## src/rtl/trng_key_arbiter.sv

```systemverilog
// TRNG key collector: warms up the entropy core, buffers its keys in a small FIFO and hands them out round-robin.
// Grant and key are combinational in the request cycle; the core is held (no ack) while the buffer is full.
module trng_key_arbiter #(
   parameter int N_REQ         = 2,
   parameter int KEY_W         = 32,
   parameter int FIFO_DEPTH    = 4,
   parameter int WARMUP_CYCLES = 64
) (
   input  logic                          clk_i,
   input  logic                          rst_ni,
   input  logic                          en_i,
   input  logic                          flush_i,
   output logic                          trng_enable_o,
   output logic                          trng_ack_read_o,
   input  logic                          trng_key_ready_i,
   input  logic [KEY_W-1:0]              trng_key_i,
   input  logic [N_REQ-1:0]              req_i,
   output logic [N_REQ-1:0]              gnt_o,
   output logic [KEY_W-1:0]              key_o,
   output logic [$clog2(FIFO_DEPTH):0]   level_o,
   output logic                          ready_o
);

   localparam int PTR_W = $clog2(FIFO_DEPTH);
   localparam int LVL_W = PTR_W + 1;
   localparam int IDX_W = $clog2(N_REQ);
   localparam int CNT_W = $clog2(WARMUP_CYCLES + 1);

   localparam logic [LVL_W-1:0] FULL_LVL  = LVL_W'(FIFO_DEPTH);
   localparam logic [CNT_W-1:0] WARM_LOAD = CNT_W'(WARMUP_CYCLES - 1);
   localparam logic [IDX_W-1:0] RR_RST    = IDX_W'(N_REQ - 1);

   typedef enum logic [1:0] {
      IDLE    = 2'd0,
      WARMUP  = 2'd1,
      COLLECT = 2'd2,
      ACK     = 2'd3
   } state_t;

   state_t           state_q, state_d;
   logic [CNT_W-1:0] cnt_q, cnt_d;
   logic [PTR_W-1:0] wr_ptr_q, wr_ptr_d;
   logic [PTR_W-1:0] rd_ptr_q, rd_ptr_d;
   logic [LVL_W-1:0] level_q, level_d;
   logic [IDX_W-1:0] rr_q, rr_d;
   logic [KEY_W-1:0] mem_q [FIFO_DEPTH];

   logic             accept;
   logic             push;
   logic             pop;
   logic             found;
   logic [IDX_W-1:0] gnt_idx;
   int               cand;

   // ---------------------------------------------------------------
   // Controller FSM
   // ---------------------------------------------------------------
   always_ff @(posedge clk_i or negedge rst_ni) begin
      if (!rst_ni) begin
         state_q <= IDLE;
         cnt_q   <= '0;
      end else begin
         state_q <= state_d;
         cnt_q   <= cnt_d;
      end
   end

   always_comb begin
      state_d = state_q;
      cnt_d   = cnt_q;
      accept  = 1'b0;
      unique case (state_q)
         IDLE: begin
            if (en_i) begin
               state_d = WARMUP;
               cnt_d   = WARM_LOAD;
            end
         end
         WARMUP: begin
            if (!en_i) begin
               state_d = IDLE;
            end else if (cnt_q == '0) begin
               state_d = COLLECT;
            end else begin
               cnt_d = cnt_q - CNT_W'(1);
            end
         end
         COLLECT: begin
            // Never take a key we cannot acknowledge, or the core would offer it again.
            if (!en_i) begin
               state_d = IDLE;
            end else if (trng_key_ready_i && (level_q != FULL_LVL)) begin
               accept  = 1'b1;
               state_d = ACK;
            end
         end
         ACK: begin
            state_d = en_i ? COLLECT : IDLE;
         end
         default: state_d = IDLE;
      endcase
   end

   // A flushed key is still acknowledged but never stored.
   assign push = accept && !flush_i;

   // ---------------------------------------------------------------
   // Round-robin arbiter
   // ---------------------------------------------------------------
   always_comb begin
      found   = 1'b0;
      gnt_idx = rr_q;
      cand    = 0;
      for (int off = 1; off <= N_REQ; off++) begin
         cand = int'(rr_q) + off;
         if (cand >= N_REQ) begin
            cand = cand - N_REQ;
         end
         if (!found && req_i[cand]) begin
            found   = 1'b1;
            gnt_idx = cand[IDX_W-1:0];
         end
      end
   end

   assign pop   = found && (level_q != '0) && !flush_i;
   assign gnt_o = pop ? (N_REQ'(1) << gnt_idx) : '0;
   assign rr_d  = pop ? gnt_idx : rr_q;

   always_ff @(posedge clk_i or negedge rst_ni) begin
      if (!rst_ni) begin
         rr_q <= RR_RST;
      end else begin
         rr_q <= rr_d;
      end
   end

   // ---------------------------------------------------------------
   // Key FIFO
   // ---------------------------------------------------------------
   always_comb begin
      wr_ptr_d = wr_ptr_q;
      rd_ptr_d = rd_ptr_q;
      level_d  = level_q;
      if (flush_i) begin
         wr_ptr_d = '0;
         rd_ptr_d = '0;
         level_d  = '0;
      end else begin
         if (push) begin
            wr_ptr_d = wr_ptr_q + PTR_W'(1);
         end
         if (pop) begin
            rd_ptr_d = rd_ptr_q + PTR_W'(1);
         end
         unique case ({push, pop})
            2'b10:   level_d = level_q + LVL_W'(1);
            2'b01:   level_d = level_q - LVL_W'(1);
            default: level_d = level_q;
         endcase
      end
   end

   always_ff @(posedge clk_i or negedge rst_ni) begin
      if (!rst_ni) begin
         wr_ptr_q <= '0;
         rd_ptr_q <= '0;
         level_q  <= '0;
      end else begin
         wr_ptr_q <= wr_ptr_d;
         rd_ptr_q <= rd_ptr_d;
         level_q  <= level_d;
      end
   end

   always_ff @(posedge clk_i) begin
      if (push) begin
         mem_q[wr_ptr_q] <= trng_key_i;
      end
   end

   // ---------------------------------------------------------------
   // Outputs
   // ---------------------------------------------------------------
   assign trng_enable_o   = (state_q != IDLE);
   assign trng_ack_read_o = (state_q == ACK);
   assign ready_o         = (state_q == COLLECT) || (state_q == ACK);
   assign level_o         = level_q;
   assign key_o           = mem_q[rd_ptr_q];

endmodule
```

## config.mk

```make
export PLATFORM = sky130hd
export DESIGN_NAME = trng_key_arbiter
export DESIGN_NICKNAME = d
export VERILOG_FILES = /design/src/rtl/trng_key_arbiter.sv
export SDC_FILE = /design/constraint.sdc
export NUM_CORES = 1
export LEC_CHECK = 0
export ABC_AREA = 1
export ABC_CLOCK_PERIOD_IN_PS = 5000
export BUFFER_PORTS_ARGS = -buffer_cell sky130_fd_sc_hd__buf_4
export CORE_MARGIN = 2
export CORE_UTILIZATION = 30
export DETAILED_ROUTE_END_ITERATION = 6
export GPL_TIMING_DRIVEN = 0
export PLACE_DENSITY_LB_ADDON = 0.15
export SYNTH_ARGS = -nofsm -noshare
export SYNTH_HDL_FRONTEND = slang
export SYNTH_SLANG_ARGS = --single-unit
export TNS_END_PERCENT = 10
```

## constraint.sdc

```tcl
create_clock -name clk_i -period 5 [get_ports clk_i]
set_input_delay 1.5 -clock clk_i [delete_from_list [all_inputs] [get_ports clk_i]]
set_output_delay 1.5 -clock clk_i [all_outputs]
set_load 0.05 [all_outputs]
```

Word level (Yosys, flattened, before mapping) --
Memory sizes are Yosys's and may differ from the RTL's. Index checks and enable logic that the tools add are counted.
Word-level totals: register bits 17, bits in latches 0, memory bits (writable) 128, bits in read-only memories 0, output and inout bits 40, word-level logic and storage cells 85, memories kept 1
Operators by class: add/subtract/negate cells 9, multipliers 0, divide/modulo/power cells 0, $lt $le $gt $ge 4, equality and inequality tests 11, shift operators 1, mux-type cells 35, bitwise logic cells 0, reduce and logical (&&, ||, !) cells 18
Memories:
- mem_q | depth 4, bits a word 32, rd ports 1, clocked after Yosys merged registers in 0, wr ports 1, RTL line 46 | logic [KEY_W-1:0] mem_q [FIFO_DEPTH];
Operators with widths (count):
- $lt 32x3->1 const B | 2
- $mux 32 | 2
- $mux 2 | 11
- $mux 7 | 3
- $mux 1 | 15
- $pmux 7 s2 | 1
- $ne 3x3->1 const B | 3
- $pmux 2 s4 | 1
- $reduce_bool 2->1 | 4
- $logic_not 7->1 | 1
- $sub 7x1->7 const B | 1
- $eq 2x2->1 const B | 3
- $ne 2x2->1 const B | 3
- $pmux 3 s2 | 1
- $reduce_bool 3->1 | 2
- $logic_and 1x1->1 | 5
- $add 2x1->2 const B | 2
- $eq 2x1->1 const B | 2
- $reduce_and 4->1 | 1
- $sub 3x2->4 const B | 1
- $add 1x2->3 const B | 1
- $add 3x1->3 const B | 1
- $ge 3x2->1 const B | 1
- $mux 3 | 1
- other kinds (9) | 10

Depth between registers and ports, before layout --
Gate-level depths: netlist of run 1.
word-level depth 15, gate-level depth with buffers 13, gate-level depth less buffers 13

Least setup slack after synthesis of run 1 --
OpenSTA, ideal clock, no wires.
path kind input port to output port, start in flush_i, end out gnt_o[0], arrival time 2485 ps, required time 3500 ps, setup slack 1015 ps, cell stages on the path 3, cell sequence inv_1 nand3_1 nor2_1
On the way: word-level cells in the longest chain between the ends 3
Ends and longest elaborated chain:
- start, declared | RTL line 12 | input logic flush_i,
- $logic_not 1->1 | RTL line 126 | assign pop = found && (level_q != '0) && !flush_i;
- $logic_and 1x1->1 | RTL line 126
- $mux 2 | RTL line 127 | assign gnt_o = pop ? (N_REQ'(1) << gnt_idx) : '0;
- end, declared | RTL line 18 | output logic [N_REQ-1:0] gnt_o,
Every way passes these cells.

Worst setup path after layout of run 1 --
start in flush_i, end out gnt_o[1]
The elaborated chain is that of the path after synthesis.

==> results_dict.tcl, run 1 <==
set metrics [dict create \
    status "complete, no violations" \
    hold_viol_final 0 \
    die_w_um 143.4 \
    ys.flop_type "edfxtp_1" \
    final_util_pct 39.46 \
    ir_worst_vdd_mv 0.2722 \
    vias 3789 \
    htreeDepth 4 \
    fin_cells 834 \
    fin_crit_sh_pct 78.47 \
    worst_slew_pin_slew_ps 649.8 \
    async_flop_share_pct 11.72 \
    holdWs_ps 493.0 \
    total_power_mw 4.321 \
    yosysWarnings 0 \
    dpl_cell_area_sq_um 6850 \
    fin_skew_ps 9.145 \
    antenna_found_initial 0 \
    synth.avg_cell_area_sq_um 12.67 \
    dieArea_sq_um 20560 \
    start_util_pct 30.85 \
    grt_pass1_wl_um 21280 \
    wl_per_cell_um 16.51 \
    hold_buffers 0 \
    avgViaCountPerCell 4.543 \
    cap_viol_max_count 0 \
    nets 607 \
    worstSkewPairLatency_ps 420 \
    drtIter0Drc 206 \
    synth_edf_count 128 \
    coreArea_sq_um 18890 \
    slew_viol_final 0 \
    drt_first_pass_iters 4 \
    dp_slack_ps 1072 \
    diodes 0 \
    hp-class "reg -> reg" \
    ctsLongestPathBuffers 2 \
    crit_fanout 8 \
    grt_pass1_vias 3885 \
    gp_congestion 0.7338 \
    yosys_register_bits 145 \
    syn_inst 460 \
    cts_setup_buffers 0 \
    dieHeight_um 143.4 \
    path_clk_slew_ps 60 \
    setup_viol 0 \
    numCtsBuffers 17 \
    setup_slack_ps 1076 \
    worst-setup-path-type "in -> out" \
    layout-drive-gt1-share_pct 24.04 \
    grt-ovfl-total 0 \
    clock_sinks 145 \
    track_usage_pct 14.18 \
    synth_cell_types 29 \
    crit_required_ps 3500 \
    cellPowerDensity_nw_per_um2 579.6 \
    syn_area_sq_um 5829 \
    grt_max_degree 25 \
    syn_nets 506 \
    ys_seq_area_share_pct 73.26 \
    port_buffers 78 \
    drc 0 \
    ctsResizeCount 0 \
    leakagePower_nw 2.744 \
    relSlewSlack_pct 56.68 \
    rsz0062_at_grt "no" \
    rows 50 \
    cts_tree "built" \
    worst_setup_path_start_kind "input port" \
    critPathArrivalTime_ps 2420 \
    dp_cells 802 \
    hpwlAfterDp_um 8874 \
    worstSetupEndpointType "primary output" \
    syn_to_final_growth_pct 27.88 \
    drtAntennaViolNets 0 \
    tns_ps 0 \
    cts-root-buf "clkbuf_16" \
    ios 79 \
    fin_crit_ps 3924 \
    finalInstanceArea_sq_um 7455 \
    fmax_mhz 254.9 \
    postRouteWirelength_um 13770 \
    n_fill_cell 1857 \
]
[sequential cells by signal, summed over array words and instances (netlist names)]
register / cells
cnt_q: 7
mem_q: 128
rr_q: 1
rd_ptr_q: 2
wr_ptr_q: 2
state_q: 2
level_o: 3
[cell usage after synthesis, drive strengths merged, types with 3 or more instances]
library cell	count	area share, %
xor2	3	0.45
nand2	38	2.7
buf	8	0.73
edfxtp	128	66
ha	6	1.3
a21oi	5	0.62
nand3	12	1.3
nand4	3	0.32
o21ai	77	6.6
clkbuf	12	0.77
o22ai	32	3.4
inv	28	1.8
dfrtp	16	6.9
nor2	86	5.8
[metal layers]
metal  share of wire (%)  wire, um  global-route usage [%]  vias up
li1                    -         -                       -     1852
met2                  48      6609                   23.16       80
met5                   0         0                       0        -
met4                 1.4       192                   5.418        0
met3                 4.0       549                   3.665       14
met1                  47      6418                   18.13     1843
[where the power goes]
group	internal [mW]	leakage (nW)	switching, mW
combinational	0.441	1.09	1.15
sequential	1.39	1.36	0.0605
clock	0.788	0.292	0.495
[critical path: stages]
cell,delay (ps)
buf_4,130
inv_1,190
nand3_1,230
nor2_1,160
buf_4,210
[cells in the final DEF, fill, tap and decap left out, drive strengths merged]
master       Yosys  layout
xnor2            1       1
o21ai           77      77
buf              8      90
xor2             3       3
fa               1       1
nor3             1       1
clkinv           0       6
nor2            86      86
inv             28      33
a21oi            5       5
nand3           12      12
dlygate4sd1      1       1
nand4            3       3
edfxtp         128     128
dfstp            1       1
or2              1       1
dfrtp           16      16
o22ai           32      32
clkinvlp         0       1
nand2           38      38
ha               6       6
bufinv           0       3
clkbuf          12      29
[cells by family (layout without fill, tap and decap cells)]
kind of cell	after synthesis	after routing	synth area share, %
AND/OR/NAND/NOR	141	141	10.39
XOR/XNOR	4	4	0.6011
AO/OA/AOI/OAI	114	114	10.67
buffers and inverters	49	163	3.456
adder cells (fa/ha/maj)	7	7	1.631
flip-flops	145	145	73.26
[worst paths after layout]
check | start | end | slack (ps) | cells past startpoint
worst max-delay path | flush_i | gnt_o[1] | 1080 | 5
worst min-delay path | cnt_q[0]$_DFFE_PN0P_ | cnt_q[0]$_DFFE_PN0P_ | 490 | 1
worst max register to register | state_q[1]$_DFFE_PN0P_ | mem_q[3][27]$_DFFE_PP_ | 2790 | 5
worst min register to register | cnt_q[0]$_DFFE_PN0P_ | cnt_q[0]$_DFFE_PN0P_ | 490 | 1
max in group asynchronous | rst_ni | rr_q$_DFFE_PN1P_ | 3800 | 1
min in group asynchronous | rst_ni | cnt_q[6]$_DFFE_PN0P_ | 940 | 1
[area by class of cell]
| class | instances | area (sq um) | area share, % |
|---|---|---|---|
| Clock buffer | 17 | 425.4 | 5.707 |
| Sequential cell | 145 | 4270 | 57.28 |
| Inverter | 28 | 105.1 | 1.410 |
| Buffer | 21 | 96.34 | 1.292 |
| Multi-Input combinational cell | 266 | 1388 | 18.61 |
| Tap cell | 260 | 325.3 | 4.364 |
| Timing Repair Buffer | 82 | 665.6 | 8.929 |
| Clock inverter | 15 | 178.9 | 2.400 |
No activity file was read; power rests on OpenSTA's default activity.
==> run 2, diff against run 1 <==
--- a/config.mk
+++ b/config.mk
@@ -5,8 +5,8 @@
 export SDC_FILE = /design/constraint.sdc
 export NUM_CORES = 1
 export LEC_CHECK = 0
-export ABC_AREA = 1
-export ABC_CLOCK_PERIOD_IN_PS = 5000
+export ABC_AREA = 0
+export ABC_CLOCK_PERIOD_IN_PS = 3310
 export BUFFER_PORTS_ARGS = -buffer_cell sky130_fd_sc_hd__buf_4
 export CORE_MARGIN = 2
 export CORE_UTILIZATION = 30
==> constraint.sdc (replaced) <==
create_clock -name clk_i -period 3.31 [get_ports clk_i]
set_input_delay 0.993 -clock clk_i [delete_from_list [all_inputs] [get_ports clk_i]]
set_output_delay 0.993 -clock clk_i [all_outputs]
set_load 0.05 [all_outputs]
==> run 2 against run 1 <==
Clock-buffer cell count is 1 higher; combinational power is 16% lower; cell count is 25% lower; hold slack worse by 52 ps; synthesized cell count is 39% lower; global-route usage is 2.4 points lower; die area is 2.7% lower; sequential share of layout area is 2.1 points higher; first-iteration DRC count is 39% lower; clock power is 37% higher; power is 19% higher; critical path type is now reg -> out; critical endpoint is now key_o[28]; largest power group is now registers.
==> results_dict.tcl, run 2 <==
set metrics [dict create \
    start_util_pct 30.40 \
    vias 2908 \
    drt_first_pass_iters 4 \
    dieArea_sq_um 20010 \
    async_flop_share_pct 11.72 \
    ir_worst_vdd_mv 0.3455 \
    grt_pass1_wl_um 17280 \
    cts_tree "built" \
    dieHeight_um 141.5 \
    leakagePower_nw 2.480 \
    ys_seq_area_share_pct 75.34 \
    multiInputGateArea_sq_um 1326 \
    fin_skew_ps 10.36 \
    fmax_mhz 323.1 \
    tns_ps 0 \
    setup_slack_ps 215.0 \
    path_clk_slew_ps 60 \
    syn_to_final_growth_pct 26.80 \
    worst_slew_pin_slew_ps 705.4 \
    track_usage_pct 11.75 \
    port_buffers 78 \
    yosysTopAreaCellShare_pct 67.81 \
    netlist_top_cells_count "edfxtp_1 (128), mux4_2 (32), dfrtp_1 (16), nor2_1 (12)" \
    slew_viol_final 0 \
    cap_viol_max_count 0 \
    hp-class "in -> async" \
    ys.flop_type "edfxtp_1" \
    syn_inst 280 \
    critPathArrivalTime_ps 2100 \
    grt_pass1_vias 3100 \
    grt-ovfl-total 0 \
    crit_fanout 10 \
    avgViaCountPerCell 4.638 \
    synth_edf_count 128 \
    hpwlAfterDp_um 7081 \
    synthMostInstantiatedCell "edfxtp_1" \
    drtIter0Drc 125 \
    ctsLongestPathBuffers 2 \
    antenna_found_initial 0 \
    r2r_end "level_o[2]$_DFFE_PN0P_" \
    synth_cell_types 42 \
    yosysWarnings 0 \
    dp_cells 596 \
    status "complete, no violations" \
    diodes 0 \
    critPathLaunch "rd_ptr_q[0]$_DFFE_PN0P_" \
    coreArea_sq_um 18640 \
    largest_reg_flops 128 \
    regArea_sq_um 4270 \
    clock_sinks 145 \
    postRouteWirelength_um 11070 \
    relSlewSlack_pct 52.61 \
    wl_per_cell_um 17.65 \
    cellPowerDensity_nw_per_um2 715.6 \
    layout-drive-gt1-share_pct 40.97 \
    largest_register "mem_q" \
    fin_crit_ps 3095 \
    r2r_start "level_o[0]$_DFFE_PN0P_" \
    syn_area_sq_um 5668 \
    hold_buffers 0 \
    cts-root-buf "clkbuf_16" \
    crit_end "key_o[28]" \
    worst-setup-path-type "reg -> out" \
    numCtsBuffers 17 \
    die_w_um 141.5 \
    r2r_slack_ps 930 \
    final_common_cell "edfxtp_1" \
    setup_viol 0 \
    yosysTopAreaCell "edfxtp_1" \
    ios 79 \
    rsz0062_at_grt "no" \
    finalInstanceArea_sq_um 7187 \
    gp_congestion 0.6538 \
    cts_setup_buffers 0 \
    drc 0 \
    dp_slack_ps 264.7 \
    layout_common_cells "edfxtp_1 (128), buf_4 (78), mux4_2 (32)" \
    syn_nets 326 \
    drtAntennaViolNets 0 \
    rows 50 \
    n_fill_cell 1747 \
    htreeDepth 4 \
    dpl_cell_area_sq_um 6639 \
    crit_required_ps 2320 \
    fin_cells 627 \
    worstSetupEndpointType "primary output" \
    grt_max_degree 22 \
    fin_crit_sh_pct 93.50 \
    nets 427 \
    hold_viol_final 0 \
    yosys_register_bits 145 \
    ys_top_cells_by_area "edfxtp_1 (68%), mux4_2 (13%), dfrtp_1 (7.1%)" \
    rr_worst_depth 6 \
    worst_setup_path_start_kind "flop" \
    worstSkewPairLatency_ps 410 \
    synth.avg_cell_area_sq_um 20.24 \
]
run 2: changes by cell type after synthesis, sizes merged, moves of 3 or more:
cell,delta
a31oi,+3
o22ai,-32
o21ai,-73
mux4,+32
and2,+7
clkbuf,-5
nor2b,+4
nand3,-11
inv,-23
nor2,-74
nor3,+4
nand2,-31
buf,-3
run 2: worst min-delay path by stage:
| stage | end | slack (ps) |
|---|---|---|
| after global placement | cnt_q[0]$_DFFE_PN0P_ | 490 |
| after CTS | level_o[0]$_DFFE_PN0P_ | 430 |
| after floorplan | cnt_q[0]$_DFFE_PN0P_ | 460 |
| after global routing | level_o[0]$_DFFE_PN0P_ | 440 |
| final | level_o[0]$_DFFE_PN0P_ | 440 |
| after detailed placement | cnt_q[4]$_DFFE_PN0P_ | 490 |
run 2: cell families after synthesis:
logic type,share of synthesized area (%)
AO/OA/AOI/OAI,2.649
XOR/XNOR,0.7507
adder cells (fa/ha/maj),1.678
buffers and inverters,1.347
flip-flops,75.34
multiplexers,13.53
AND/OR/NAND/NOR,4.702
run 2: routing by layer:
| layer | wire length, um | share of wire, % | vias to the layer above | GRT usage [%] |
|---|---|---|---|---|
| li1 | - | - | 1331 | - |
| met2 | 5426 | 49 | 68 | 19.57 |
| met1 | 4906 | 44 | 1494 | 14.38 |
| met3 | 572 | 5.2 | 15 | 3.847 |
| met4 | 160 | 1.4 | 0 | 4.263 |
| met5 | 0 | 0 | - | 0 |
run 2: what timing repair did:
action | CTS | global route
setup endpoints to repair | 5 | 20
gates resized for setup | 1 | 4
pin swaps | 0 | 0
run 2: layout make-up:
| class | instances | area share, % |
|---|---|---|
| sequential | 145 | 59.42 |
| multi-input combinational | 118 | 18.45 |
| timing repair buffer | 82 | 9.366 |
| clock buffer | 18 | 5.971 |
| tap | 234 | 4.074 |
| clock inverter | 13 | 1.602 |
| buffer | 12 | 0.8531 |
| inverter | 5 | 0.2611 |
run 2: per-stage QoR:
stage	total power, mW	hold slack, ps	util [%]
6_report	5.143	440.9	38.55
5_1_grt	5.361	442.1	38.55
4_1_cts	5.225	430.3	38.54
3_5_place_dp	3.456	488.9	35.61
3_3_place_gp	3.446	485.5	35.11
2_1_floorplan	3.069	462.1	-
run 2: power by group:
| group | internal, mW | switching [mW] | total, mW | leakage [nW] |
|---|---|---|---|---|
| clock network | 1.03 | 0.725 | 1.75 | 0.248 |
| registers | 2.03 | 0.0364 | 2.07 | 1.35 |
| logic | 0.492 | 0.836 | 1.33 | 0.881 |
| total | 3.55 | 1.60 | 5.14 | 2.48 |
run 2: worst max-delay path, stage by stage, from the launching register on:
cell and delay [ps]:
dfrtp_1 320, buf_2 190, buf_2 380, mux4_2 580, buf_4 210
==> run 3, diff against run 2 <==
--- a/config.mk
+++ b/config.mk
@@ -9,7 +9,7 @@
 export ABC_CLOCK_PERIOD_IN_PS = 3310
 export BUFFER_PORTS_ARGS = -buffer_cell sky130_fd_sc_hd__buf_4
 export CORE_MARGIN = 2
-export CORE_UTILIZATION = 30
+export CORE_UTILIZATION = 51
 export DETAILED_ROUTE_END_ITERATION = 6
 export GPL_TIMING_DRIVEN = 0
 export PLACE_DENSITY_LB_ADDON = 0.15
==> run 3 against run 2 <==
Clock power rose by 6%; power rose by 1.9%; sequential power barely moved; clock-buffer cell count rose by 1; fmax fell by 1.6%; first-iteration DRC count rose by 4.8%; global-route usage rose by 5.6 points; die area fell by 40%; cell count fell by 15%; design area fell by 2.2%; largest cell class unchanged; combinational power barely moved; critical path type unchanged; critical endpoint is now key_o[12].
==> results_dict.tcl, run 3 (same netlist as run 2, synthesis figures left out) <==
set metrics [dict create \
    status "complete, no violations" \
    worst-setup-path-type "reg -> out" \
    wl_per_cell_um 17.85 \
    slowest_delay_ps 570 \
    coreArea_sq_um 10840 \
    fin_crit_ps 3145 \
    hp-class "in -> async" \
    largest_register "mem_q" \
    slew_viol_final 0 \
    total_power_mw 5.242 \
    rsz0062_at_grt "no" \
    p_sw_mw 1.568 \
    fin_crit_sh_pct 95.02 \
    critPathArrivalTime_ps 2150 \
    vias 2838 \
    die_w_um 109.4 \
    track_usage_pct 17.33 \
    setup_viol 0 \
    dieArea_sq_um 11970 \
    rows 38 \
    rr_worst_depth 5 \
    path_depth 4 \
    layout-drive-gt1-share_pct 40.26 \
    final_common_cell "edfxtp_1" \
    slowest_stage "mux4_2" \
    gp_congestion 0.6999 \
    drt_first_pass_iters 4 \
    worst_setup_path_start_kind "flop" \
    nets 423 \
    cts_tree "built" \
    fmax_mhz 318.0 \
    crit_fanout 10 \
    worst_slew_pin_slew_ps 876.5 \
    grt_pass1_wl_um 15010 \
    layout_common_cells "edfxtp_1 (128), buf_4 (78), mux4_2 (32)" \
    crit_required_ps 2320 \
    cellPowerDensity_nw_per_um2 745.5 \
    htreeDepth 4 \
    antenna_found_initial 0 \
    worstSkewPairLatency_ps 510 \
    p_comb_share_pct 25.2 \
    n_fill_cell 760 \
    cp_top_family "buffers and inverters" \
    leakagePower_nw 2.474 \
    relSlewSlack_pct 41.57 \
    grt_max_degree 33 \
    crit_chain "buf_2 -> buf_2 -> mux4_2 -> buf_4" \
    ctsLongestPathBuffers 2 \
    fin_skew_ps 6.736 \
    clock_sinks 145 \
    hpwlAfterDp_um 5823 \
    hold_viol_final 0 \
    path_clk_slew_ps 60 \
    start_util_pct 52.29 \
    cts_setup_buffers 0 \
    cap_viol_max_count 0 \
    worstSetupEndpointType "primary output" \
    internal-power_mw 3.675 \
    diodes 0 \
    crit_path_frequent_cell "buf_2" \
    drtAntennaViolNets 0 \
    largest_reg_flops 128 \
    grt_pass1_vias 2986 \
    drtIter0Drc 131 \
    postRouteWirelength_um 9458 \
    numCtsBuffers 17 \
    tns_ps 0 \
    dieHeight_um 109.4 \
    syn_to_final_growth_pct 24.06 \
    p_sw_share_pct 29.90 \
    worstPathBufferInverterCount 3 \
    cts-root-buf "clkbuf_8" \
    ios 79 \
    p_clk_share_pct 35.3 \
    avgViaCountPerCell 5.355 \
    drc 0 \
    ir_worst_vdd_mv 0.3867 \
    power_frac_seq_pct 39.5 \
    grt-ovfl-total 0 \
    port_buffers 78 \
]
==> run 3: cell types whose count changed in the layout (fill, tap and decap cells not counted) <==
cell,before,now
buf_12,3,0
clkinvlp_4,6,3
bufinv_16,1,3
buf_16,1,0
clkbuf_1,5,6
clkbuf_16,17,16
clkbuf_8,0,1
clkinv_4,2,3
o32ai_2,1,0
o32ai_4,0,1
==> run 3: final timing paths <==
| path | end | start | slack [ps] |
|---|---|---|---|
| max | key_o[12] | rd_ptr_q[0]$_DFFE_PN0P_ | 160 |
| min | state_q[0]$_DFFE_PN0P_ | rst_ni | 340 |
| min reg2reg | cnt_q[0]$_DFFE_PN0P_ | cnt_q[0]$_DFFE_PN0P_ | 500 |
| max in group asynchronous | rr_q$_DFFE_PN1P_ | rst_ni | 2710 |
| min in group clk_i | cnt_q[0]$_DFFE_PN0P_ | cnt_q[0]$_DFFE_PN0P_ | 500 |
| max reg2reg | mem_q[1][29]$_DFFE_PP_ | level_o[0]$_DFFE_PN0P_ | 940 |
==> run 3: cell type report <==
class	count	area (sq um)	share of cell area [%]
Inverter	5	18.77	0.2669
Multi-Input combinational cell	118	1338	19.02
Clock buffer	19	421.7	5.996
Buffer	12	61.31	0.8719
Sequential cell	145	4270	60.73
Timing Repair Buffer	78	585.6	8.327
Clock inverter	13	161.4	2.295
Tap cell	140	175.2	2.491
==> run 3: timing repair <==
action                                  CTS  global route
endpoints found under the setup margin   18             1
hold buffers                              0             0
gates resized for setup                   3             1
==> run 3: worst reg2reg max path: stages, from the launching register on <==
cell	delay, ps
dfrtp_1	510
or3b_1	220
and2_1	160
buf_6	130
nor2b_1	200
and2_2	740
==> run 3: power by group through the flow <==
stage	sequential, mW	clock, mW	combinational [mW]
floorplan	2.15	0	0.923
global placement	2.10	0	1.31
detailed placement	2.10	0	1.33
CTS	2.07	1.88	1.33
global route	2.08	1.96	1.41
finish	2.07	1.85	1.32
==> run 3: layer usage <==
metal	up-vias	part of all wire (%)	global-route usage, %
li1	1325	-	-
met1	1438	42	21.76
met2	64	51	28.17
met3	11	5.3	5.868
met4	0	1.5	6.510
met5	-	0	0
==> run 3: per-stage QoR <==
step	util, %	instances	area [sq um]	worst slack [ps]	hold WS [ps]
after floorplan	-	280	5668	38.84	462.1
after detailed placement	59.35	498	6434	257.4	487.7
final	64.87	530	7032	165.0	336.0
after global routing	64.87	530	7032	0.4845	327.0
after global placement	59.30	498	6429	-315.8	478.0
after CTS	64.76	530	7020	80.42	321.6
